## src/rtl/spi_req_arbiter_if.sv

```systemverilog
// Bus bundle between the register-access clients, the request arbiter and the SPI master.
// The slave modport is the arbiter's view; the master modport is the client/SPI-master side.
interface spi_req_arbiter_if #(
  parameter int NUM_REQ = 4,
  parameter int IDX_W   = 3
);
  logic [NUM_REQ-1:0]    req_tvalid;
  logic [32*NUM_REQ-1:0] req_tdata;
  logic [NUM_REQ-1:0]    req_tready;
  logic [NUM_REQ-1:0]    resp_tvalid;
  logic [31:0]           resp_tdata;
  logic [NUM_REQ-1:0]    done;
  logic                  resp_err;
  logic                  m_tvalid;
  logic [31:0]           m_tdata;
  logic                  m_tready;
  logic                  s_rx_tvalid;
  logic [31:0]           s_rx_tdata;
  logic                  busy;
  logic [IDX_W-1:0]      cur_grant;

  modport slave (
    input  req_tvalid, req_tdata, m_tready, s_rx_tvalid, s_rx_tdata,
    output req_tready, resp_tvalid, resp_tdata, done, resp_err,
           m_tvalid, m_tdata, busy, cur_grant
  );

  modport master (
    output req_tvalid, req_tdata, m_tready, s_rx_tvalid, s_rx_tdata,
    input  req_tready, resp_tvalid, resp_tdata, done, resp_err,
           m_tvalid, m_tdata, busy, cur_grant
  );
endinterface

```

## src/rtl/spi_req_arbiter.sv

```systemverilog
// Round-robin arbiter sharing one SPI master's 32-bit stream among NUM_REQ clients.
// Optional watchdog on the WAIT states is enabled with `define SPI_ARB_TIMEOUT_EN.
//
//   state   | meaning
//   --------+-----------------------------------------------------------
//   IDLE    | no transfer owned; winner of round-robin is accepted
//   ISSUE   | holding word presented to the SPI master (m_tvalid=1)
//   WAIT_WR | write on the bus; wait for master tready to return
//   WAIT_RD | read on the bus; wait for rx word from the master
//   FINISH  | one-cycle done / resp_tvalid pulse to the owner
module spi_req_arbiter #(
  parameter int NUM_REQ     = 4,
  parameter int IDX_W       = 3,
  parameter int TIMEOUT_CYC = 65535
) (
  input  logic               clk,
  input  logic               rst_n,
  spi_req_arbiter_if.slave   bus
);

  if (NUM_REQ < 2 || NUM_REQ > 8 || (1 << IDX_W) < NUM_REQ ||
      TIMEOUT_CYC < 1 || TIMEOUT_CYC > 65535) begin : g_bad_param
    $error("spi_req_arbiter: illegal parameter set");
  end

  localparam int               PAD_W = 1 << IDX_W;
  localparam logic [IDX_W:0]   NUM_W = (IDX_W+1)'(NUM_REQ);
  localparam logic [IDX_W-1:0] LAST_IDX = IDX_W'(NUM_REQ - 1);

  typedef enum logic [2:0] {
    IDLE    = 3'd0,
    ISSUE   = 3'd1,
    WAIT_WR = 3'd2,
    WAIT_RD = 3'd3,
    FINISH  = 3'd4
  } state_t;

  state_t             state_q, state_d;
  logic [IDX_W-1:0]   last_grant_q;
  logic [31:0]        hold_q;
  logic               is_read_q;
  logic               mtv_q;
  logic               busy_q;
  logic [NUM_REQ-1:0] done_q;
  logic [NUM_REQ-1:0] resp_v_q;
  logic [31:0]        resp_d_q;
  logic               err_q;

  logic [PAD_W-1:0]   req_pad;
  logic [IDX_W:0]     cand_sum;
  logic [IDX_W-1:0]   cand;
  logic [IDX_W-1:0]   win;
  logic               win_vld;
  logic [NUM_REQ-1:0] win_oh;
  logic [NUM_REQ-1:0] grant_oh;
  logic [31:0]        word_sel;
  logic [NUM_REQ-1:0] rtrdy;
  logic               accept;
  logic               to_hit;
  logic               tmo_hit;

  // Search begins one past the last grant so each client gets a turn.
  always_comb begin
    req_pad                = '0;
    req_pad[NUM_REQ-1:0]   = bus.req_tvalid;
    cand_sum               = '0;
    cand                   = '0;
    win                    = '0;
    win_vld                = 1'b0;
    for (int k = 1; k <= NUM_REQ; k++) begin
      cand_sum = {1'b0, last_grant_q} + (IDX_W+1)'(k);
      if (cand_sum >= NUM_W) cand_sum = cand_sum - NUM_W;
      cand = cand_sum[IDX_W-1:0];
      if (!win_vld && req_pad[cand]) begin
        win_vld = 1'b1;
        win     = cand;
      end
    end
  end

  always_comb begin
    win_oh   = '0;
    grant_oh = '0;
    word_sel = '0;
    for (int i = 0; i < NUM_REQ; i++) begin
      win_oh[i]   = win_vld && (win == IDX_W'(i));
      grant_oh[i] = (last_grant_q == IDX_W'(i));
      if (win == IDX_W'(i)) word_sel = bus.req_tdata[32*i +: 32];
    end
  end

`ifdef SPI_ARB_TIMEOUT_EN
  localparam logic [15:0] TMO_LIM = 16'(TIMEOUT_CYC - 1);
  logic [15:0] tmo_cnt;

  // Counts cycles spent in either WAIT state; zero on every entry.
  always_ff @(posedge clk or negedge rst_n) begin
    if (!rst_n) begin
      tmo_cnt <= '0;
    end else if (state_q == WAIT_WR || state_q == WAIT_RD) begin
      tmo_cnt <= tmo_cnt + 16'd1;
    end else begin
      tmo_cnt <= '0;
    end
  end

  assign tmo_hit = (state_q == WAIT_WR || state_q == WAIT_RD) && (tmo_cnt == TMO_LIM);
`else
  assign tmo_hit = 1'b0;
`endif

  always_ff @(posedge clk or negedge rst_n) begin
    if (!rst_n) begin
      state_q <= IDLE;
    end else begin
      state_q <= state_d;
    end
  end

  always_comb begin
    state_d = state_q;
    accept  = 1'b0;
    to_hit  = 1'b0;
    rtrdy   = '0;
    case (state_q)
      IDLE: begin
        if (win_vld) begin
          accept  = 1'b1;
          rtrdy   = win_oh;
          state_d = ISSUE;
        end
      end
      ISSUE: begin
        if (mtv_q && bus.m_tready) state_d = is_read_q ? WAIT_RD : WAIT_WR;
      end
      WAIT_WR: begin
        if (bus.m_tready) begin
          state_d = FINISH;
        end else if (tmo_hit) begin
          state_d = FINISH;
          to_hit  = 1'b1;
        end
      end
      WAIT_RD: begin
        if (bus.s_rx_tvalid) begin
          state_d = FINISH;
        end else if (tmo_hit) begin
          state_d = FINISH;
          to_hit  = 1'b1;
        end
      end
      FINISH:  state_d = IDLE;
      default: state_d = IDLE;
    endcase
  end

  // Outputs are registered from the next state so they line up with it.
  always_ff @(posedge clk or negedge rst_n) begin
    if (!rst_n) begin
      last_grant_q <= LAST_IDX;
      hold_q       <= '0;
      is_read_q    <= 1'b0;
      mtv_q        <= 1'b0;
      busy_q       <= 1'b0;
      done_q       <= '0;
      resp_v_q     <= '0;
      resp_d_q     <= '0;
      err_q        <= 1'b0;
    end else begin
      if (accept) begin
        hold_q       <= word_sel;
        is_read_q    <= word_sel[31];
        last_grant_q <= win;
      end
      mtv_q    <= (state_d == ISSUE);
      busy_q   <= (state_d != IDLE);
      done_q   <= (state_d == FINISH) ? grant_oh : '0;
      resp_v_q <= (state_d == FINISH && is_read_q && !to_hit) ? grant_oh : '0;
      err_q    <= (state_d == FINISH) && to_hit;
      if (state_q == WAIT_RD && bus.s_rx_tvalid) resp_d_q <= bus.s_rx_tdata;
    end
  end

  assign bus.req_tready  = rtrdy;
  assign bus.resp_tvalid = resp_v_q;
  assign bus.resp_tdata  = resp_d_q;
  assign bus.done        = done_q;
  assign bus.resp_err    = err_q;
  assign bus.m_tvalid    = mtv_q;
  assign bus.m_tdata     = hold_q;
  assign bus.busy        = busy_q;
  assign bus.cur_grant   = last_grant_q;

endmodule

```

## src/flat_wrapper.sv

```systemverilog
// flat-port wrapper written by rule: the top's interface ports become plain ports
module spi_req_arbiter_flat 
#(
  parameter int NUM_REQ     = 4,
  parameter int IDX_W       = 3,
  parameter int TIMEOUT_CYC = 65535
)
  (clk, rst_n, bus_req_tvalid, bus_req_tdata, bus_m_tready, bus_s_rx_tvalid, bus_s_rx_tdata, bus_req_tready, bus_resp_tvalid, bus_resp_tdata, bus_done, bus_resp_err, bus_m_tvalid, bus_m_tdata, bus_busy, bus_cur_grant);
  spi_req_arbiter_if #(.NUM_REQ(NUM_REQ), .IDX_W(IDX_W)) bus_i ();
  input  logic clk;
  input  logic rst_n;
  input wire logic [$bits(bus_i.req_tvalid)-1:0] bus_req_tvalid;
  input wire logic [$bits(bus_i.req_tdata)-1:0] bus_req_tdata;
  input wire logic [$bits(bus_i.m_tready)-1:0] bus_m_tready;
  input wire logic [$bits(bus_i.s_rx_tvalid)-1:0] bus_s_rx_tvalid;
  input wire logic [$bits(bus_i.s_rx_tdata)-1:0] bus_s_rx_tdata;
  output wire logic [$bits(bus_i.req_tready)-1:0] bus_req_tready;
  output wire logic [$bits(bus_i.resp_tvalid)-1:0] bus_resp_tvalid;
  output wire logic [$bits(bus_i.resp_tdata)-1:0] bus_resp_tdata;
  output wire logic [$bits(bus_i.done)-1:0] bus_done;
  output wire logic [$bits(bus_i.resp_err)-1:0] bus_resp_err;
  output wire logic [$bits(bus_i.m_tvalid)-1:0] bus_m_tvalid;
  output wire logic [$bits(bus_i.m_tdata)-1:0] bus_m_tdata;
  output wire logic [$bits(bus_i.busy)-1:0] bus_busy;
  output wire logic [$bits(bus_i.cur_grant)-1:0] bus_cur_grant;
  assign bus_i.req_tvalid = bus_req_tvalid;
  assign bus_i.req_tdata = bus_req_tdata;
  assign bus_i.m_tready = bus_m_tready;
  assign bus_i.s_rx_tvalid = bus_s_rx_tvalid;
  assign bus_i.s_rx_tdata = bus_s_rx_tdata;
  assign bus_req_tready = bus_i.req_tready;
  assign bus_resp_tvalid = bus_i.resp_tvalid;
  assign bus_resp_tdata = bus_i.resp_tdata;
  assign bus_done = bus_i.done;
  assign bus_resp_err = bus_i.resp_err;
  assign bus_m_tvalid = bus_i.m_tvalid;
  assign bus_m_tdata = bus_i.m_tdata;
  assign bus_busy = bus_i.busy;
  assign bus_cur_grant = bus_i.cur_grant;
  spi_req_arbiter #(.NUM_REQ(NUM_REQ), .IDX_W(IDX_W), .TIMEOUT_CYC(TIMEOUT_CYC)) u_core (.clk(clk), .rst_n(rst_n), .bus(bus_i));
endmodule
```

## config.mk

```make
export PLATFORM = sky130hd
export DESIGN_NAME = spi_req_arbiter_flat
export DESIGN_NICKNAME = d
export VERILOG_FILES = /design/src/rtl/spi_req_arbiter_if.sv /design/src/rtl/spi_req_arbiter.sv /design/src/flat_wrapper.sv
export SDC_FILE = /design/constraint.sdc
export NUM_CORES = 1
export LEC_CHECK = 0
export CORE_MARGIN = 2
export CORE_UTILIZATION = 40
export CTS_CLUSTER_SIZE = 25
export DETAILED_ROUTE_END_ITERATION = 8
export PLACE_DENSITY_LB_ADDON = 0.12
export REMOVE_ABC_BUFFERS = 1
export SYNTH_ARGS = -nofsm -noshare
export SYNTH_HDL_FRONTEND = slang
export SYNTH_SLANG_ARGS = --single-unit
```

## constraint.sdc

```tcl
create_clock -name clk -period 3.8 [get_ports clk]
set_clock_uncertainty 0.15 [all_clocks]
set_input_delay 0.76 -clock clk [delete_from_list [all_inputs] [get_ports clk]]
set_output_delay 0.76 -clock clk [all_outputs]
set_load 0.05 [all_outputs]
```

=== Yosys cells after proc, flatten, opt, wreduce, memory -nomap -nowiden ===
Cells that the tools add are included.

* Register bits after elaboration: 81
* Bits of input ports: 168
* Output and inout bits: 82
* Word-level logic and storage cells: 89

* Add/subtract/negate cells: 8
* Order comparisons: 8
* Equal/unequal tests: 11
* Mux-type cells: 36
* Reductions and logical operators: 17

{| class="wikitable"
|+ Operators by type and width
! kind !! number
|-
| 2-to-1 mux 32 bit || 4
|-
| 2-to-1 mux 3 bit || 12
|-
| == test 3 x 2 -> 1 bit (second input constant) || 6
|-
| >= comparator 4 x 3 -> 1 bit (second input constant) || 4
|-
| less-than comparator 3 x 4 -> 1 bit (second input constant) || 4
|-
| 2-to-1 mux 4 bit || 4
|-
| binary-select mux 1 bit (select 3 bit) || 4
|-
| == test 3 x 1 -> 1 bit (second input constant) || 4
|-
| case mux 3 bit (4 select lines) || 1
|-
| subtractor 3 bit (second input constant) || 4
|-
| 2-to-1 mux 1 bit || 11
|-
| logical AND 1 bit || 10
|-
| zero test 3 bit || 3
|-
| adder 3 x 2 -> 4 bit (second input constant) || 2
|-
| adder 3 x 1 -> 4 bit (second input constant) || 1
|-
| adder 3 x 3 -> 4 bit (second input constant) || 1
|-
| == test 3 bit (second input constant) || 1
|-
| zero test 1 bit || 3
|-
| nonzero test 3 bit || 1
|}

=== Logic depth before layout (Yosys ltp) ===
* Depth after elaboration: 20
* Depth in mapped cells: 12
* Mapped depth without buffers: 8

=== Worst setup path before layout ===
OpenSTA, ideal clock, no wires.

* Path kind: register to output
* Start: register u_core.last_grant_q[0], in the netlist u_core.bus.cur_grant[0]
* End: output bus_req_tready[2]
* Arrival time: 3.425 ns
* Data required time: 2.890 ns
* Setup slack: -0.535 ns
* Cell stages (with the launch flop): 11
* Buffers on the path: 2
* Path through: dfstp_2 > buf_6 > clkinv_1 > clkbuf_8 > ha_1 > mux4_2 > or4_4 > nand2_1 > a22o_4 > nand2_1 > nor2_1

* Word-level cells in the longest chain between the ends: 19
* Elaborated cells on any way between the ends: 42
* Classes of those cells: add/sub (8); order compare (4); eq/ne (1); mux (22); reduce/logical (7)

{| class="wikitable"
|+ RTL lines
! element !! RTL line !! RTL
|-
| start, declared || spi_req_arbiter.sv:39 || <nowiki>logic [IDX_W-1:0] last_grant_q;</nowiki>
|-
| start signal, assigned || spi_req_arbiter.sv:173 || <nowiki>last_grant_q <= win;</nowiki>
|-
| adder 3 x 1 -> 4 bit || spi_req_arbiter.sv:71 || <nowiki>cand_sum = {1'b0, last_grant_q} + (IDX_W+1)'(k);</nowiki>
|-
| >= comparator 4 x 3 -> 1 bit or subtractor 3 bit (tied branches) || spi_req_arbiter.sv:72 || <nowiki>if (cand_sum >= NUM_W) cand_sum = cand_sum - NUM_W;</nowiki>
|-
| 2-to-1 mux 3 bit || spi_req_arbiter.sv:72 ||
|-
| binary-select mux 1 bit (select 3 bit) || spi_req_arbiter.sv:74 || <nowiki>if (!win_vld && req_pad[cand]) begin</nowiki>
|-
| 2-to-1 mux 1 bit (not written as such) || spi_req_arbiter.sv:74 ||
|-
| 2-to-1 mux 1 bit || spi_req_arbiter.sv:74 ||
|-
| zero test 1 bit || spi_req_arbiter.sv:74 ||
|-
| logical AND 1 bit || spi_req_arbiter.sv:74 ||
|-
| (+3 left out) || -- ||
|-
| 2-to-1 mux 1 bit || spi_req_arbiter.sv:74 ||
|-
| zero test 1 bit || spi_req_arbiter.sv:74 ||
|-
| logical AND 1 bit || spi_req_arbiter.sv:74 ||
|-
| 2-to-1 mux 3 bit || spi_req_arbiter.sv:74 ||
|-
| == test 3 x 2 -> 1 bit || spi_req_arbiter.sv:86 || <nowiki>win_oh[i] = win_vld && (win == IDX_W'(i));</nowiki>
|-
| logical AND 1 bit || spi_req_arbiter.sv:86 ||
|-
| 2-to-1 mux 4 bit (*) || spi_req_arbiter.sv:127 || <nowiki>if (win_vld) begin</nowiki>
|-
| 2-to-1 mux 4 bit (*) || spi_req_arbiter.sv:125 || <nowiki>case (state_q)</nowiki>
|-
| end, declared || flat_wrapper.sv:17 || <nowiki>output wire logic [$bits(bus_i.req_tready)-1:0] bus_req_tready;</nowiki>
|}

Every way passes the cells marked *; elsewhere a longest branch is shown, timed or not. The select of a mux whose other input is x is not followed.

=== Worst setup path after layout ===
* Start: register u_core.last_grant_q[0], in the netlist u_core.bus.cur_grant[0]
* End: output bus_req_tready[3]

Same word-level chain as after synthesis.

==> metrics.md <==
| Metric | Value |
|---|---|
| Syn Area/Cell | 9.68 sq um |
| Antenna violations before repair | 0 |
| CTS tree | done |
| CTS HTree Levels | 3 |
| Pre-CTS setup slack | -0.113 ns |
| Crit Path Max Fanout | 10 |
| Commonest non-fill, non-tap cell in the layout | clkdlybuf4s50_1 |
| Post-DP HPWL | 15.3 mm |
| Max VDD drop | 0.000428 V |
| Startpoint Class | flip-flop |
| First-pass GRT wire length | 34.1 mm |
| Placed insts | 1074 |
| Final wirelength | 21.4 mm |
| Final Slew Violations | 0 |
| Required @ worst endpoint | 2.89 ns |
| Core footprint | 15300 sq um |
| Total Routing Usage GR | 25.9% |
| Power density over cell area | 968 nW/um^2 |
| Post-CTS Setup Repair Bufs | 0 |
| Yosys warns | 0 |
| TritonCTS Sinks | 80 |
| Worst-margin pin slew | 0.789 ns |
| IO Count | 250 |
| Number of synthesized register bits | 80 |
| Multi-input logic area | 3720 sq um |
| Design Area, Final | 9260 sq um |
| DIE AREA | 16700 sq um |
| Register Area | 2000 sq um |
| Most frequent cells in the layout | 243 x clkdlybuf4s50_1, 78 x dfrtp_1, 67 x mux2i_1 |
| Critical path type | flip-flop to primary output |
| Status | finished, final reports clean |
| R2R Setup Slk | 0.29 ns |
| Mapped Cells | 647 |
| Final #Nets | 1048 |
| Via-per-instance ratio | 5.74 |
| Clk root buf | clkbuf_16 |
| Routed Antenna Nets | 0 |
| Leakage | 3.95 nW |
| DR WL/cell | 19.6 um |
| Port bufs | 248 |
| Max-Cap Viols | 0 |
| Placed Area | 8900 sq um |
| Vias | 6253 |
| Reg2reg end | u_core.bus.m_tdata[12]$_DFFE_PN0P_ |
| Fillers | 1292 |
| Die width | 129 um |
| Layout cell share with drive strength beyond 1 | 20.0% |
| R2R Path Start | u_core.bus.cur_grant[0]$_DFFE_PN1P_ |
| Final Setup Violations | 0 |
| RSZ-0062 raised after global routing | yes |
| Chip Height | 129 um |
| Worst-path clk slew | 0.07 ns |
| Top-area cell type share of the netlist area | 31.2% |
| Non-filler cells, final | 1089 |
| F_max | 0.270 GHz |
| Number of enable flip-flop cells after synthesis | 0 |
| Top_reg_cell synth | dfrtp_1 |
| Sequential fraction of the synthesis area | 32.0% |
| TritonRoute pass-1 iters | 5 |
| Final Total Pwr | 0.00896 W |
| Core Rows | 45 |
| Total negative slack | 0 ns |
| Initial core utilization | 41.0% |
| Skew-Pair Late Insertion Delay | 0.35 ns |
| Largest net degree at the start of global routing | 70 |
| Area contributors post-synth | dfrtp_1 31%, mux2i_1 11%, o2111ai_1 8.5% |
| DR iter-0 viols | 367 |
| Final period demand of the worst path | 3.71 ns |
| Ys async rst share | 100% |
| Max-Slew Margin vs Limit | 47.4% |
| HP Class | input pin to asynchronous set/reset pin |
| Final worst setup slack | 0.0947 ns |
| Number of global-route vias before repair | 6640 |
| Worst Setup End Kind | primary output |
| CP Data Arrival Time | 2.80 ns |
| Final hold vios | 0 |
| Cell area after synthesis | 6260 sq um |
| Maximum number of buffers from clock root to sink | 2 |
| P&R area growth vs syn | 47.9% |
| Ant. Diodes | 0 |
| Num CTS Buffers | 9 |
| Final Wtd Congestion | 0.885 |
| Drt drc | 0 |
| Worst-case reg-to-reg path depth | 8 |
| Period utilization | 97.5% |
| Cell taking the most area after synthesis | dfrtp_1 |
| Post-synthesis cell type count | 58 |
| Grt ovf | 0 |
cell usage after synthesis (all sizes together), types with 2 or more instances:
| master | number |
|---|---|
| a21boi | 30 |
| a21oi | 3 |
| a22o | 2 |
| a31oi | 2 |
| and2 | 6 |
| and3 | 36 |
| buf | 15 |
| clkbuf | 49 |
| dfrtp | 78 |
| dfstp | 2 |
| ha | 6 |
| inv | 38 |
| mux2 | 33 |
| mux2i | 67 |
| mux4 | 3 |
| nand2 | 41 |
| nand2b | 2 |
| nand3 | 3 |
| nand3b | 2 |
| nor2 | 41 |
| nor3 | 2 |
| nor3b | 2 |
| o2111ai | 61 |
| o211ai | 63 |
| o21a | 3 |
| o21ai | 7 |
| or3 | 32 |
layer usage:
layer	global-route usage, %	routed length, um	up-vias
li1	-	-	2892
met1	30.9	8620	3014
met2	44.6	10500	302
met3	6.19	1720	45
met4	10.7	540	0
met5	0	0	-
flip-flops by register name, indices dropped and copies added, names as in the netlist, 3 cells and up:
name and count:
u_core.bus.done 4, u_core.bus.cur_grant 3, u_core.bus.m_tdata 31, u_core.bus.resp_tdata 32, u_core.bus.resp_tvalid 4, u_core.state_q 3
how the worst max path moves through the flow:
stage / startpoint / end / slack [ns] / depth (start not counted)
floorplan: u_core.bus.cur_grant[0]$_DFFE_PN1P_ / bus_req_tready[0] / -3.54 / 8
global placement: bus_req_tvalid[0] / u_core.bus.m_tdata[20]$_DFFE_PN0P_ / -0.01 / 8
detailed placement: bus_req_tvalid[0] / u_core.bus.m_tdata[12]$_DFFE_PN0P_ / -0.11 / 8
CTS: u_core.bus.cur_grant[0]$_DFFE_PN1P_ / bus_req_tready[2] / -0.004 / 9
global route: u_core.bus.cur_grant[0]$_DFFE_PN1P_ / bus_req_tready[3] / -0.02 / 8
finish: u_core.bus.cur_grant[0]$_DFFE_PN1P_ / bus_req_tready[3] / 0.09 / 7
cell families after synthesis:
kind of cell / after synthesis / share of synthesized area, %
AO/OA/AOI/OAI: 181 / 23.2
adder cells (fa/ha/maj): 6 / 1.20
buffers and inverters: 104 / 10.2
flip-flops: 80 / 32.0
multiplexers: 103 / 17.8
other: 1 / 0.0599
AND/OR/NAND/NOR: 172 / 15.5
through the flow:
stage / hold WS [ns] / utilization [%]
after floorplan: 0.314 / -
after global placement: 0.335 / 58.3
after detailed placement: 0.334 / 58.3
after CTS: 0.349 / 60.5
after global routing: 0.372 / 60.7
final: 0.309 / 60.7
worst max-delay path, cell delays in order, from the launching register on:
cell	delay [ns]
dfstp_2	0.60
buf_4	0.23
mux4_2	0.56
and2b_2	0.25
nor2_2	0.05
o32ai_4	0.36
and3_4	0.28
buf_12	0.13
area by class of cell:
| type | instances | area share (%) |
|---|---|---|
| multi-input combinational | 463 | 40.2 |
| clock inverter | 6 | 1.00 |
| sequential | 80 | 21.6 |
| tap | 211 | 2.85 |
| inverter | 39 | 1.62 |
| timing repair buffer | 281 | 30.3 |
| clock buffer | 9 | 2.43 |
power by group:
group          internal [W]  switching, W
registers           0.00126      0.000234
clock network      0.000577      0.000378
logic               0.00249       0.00403
total               0.00433       0.00464
what timing repair did:
| action | CTS | global route |
|---|---|---|
| endpoints found under the setup margin | 4 | 4 |
| cloned | 0 | 0 |
| hold buffers | 0 | 0 |
| pin swaps | 0 | 3 |
| gates resized for setup | 1 | 9 |
Power figures use the tool's default switching activity.
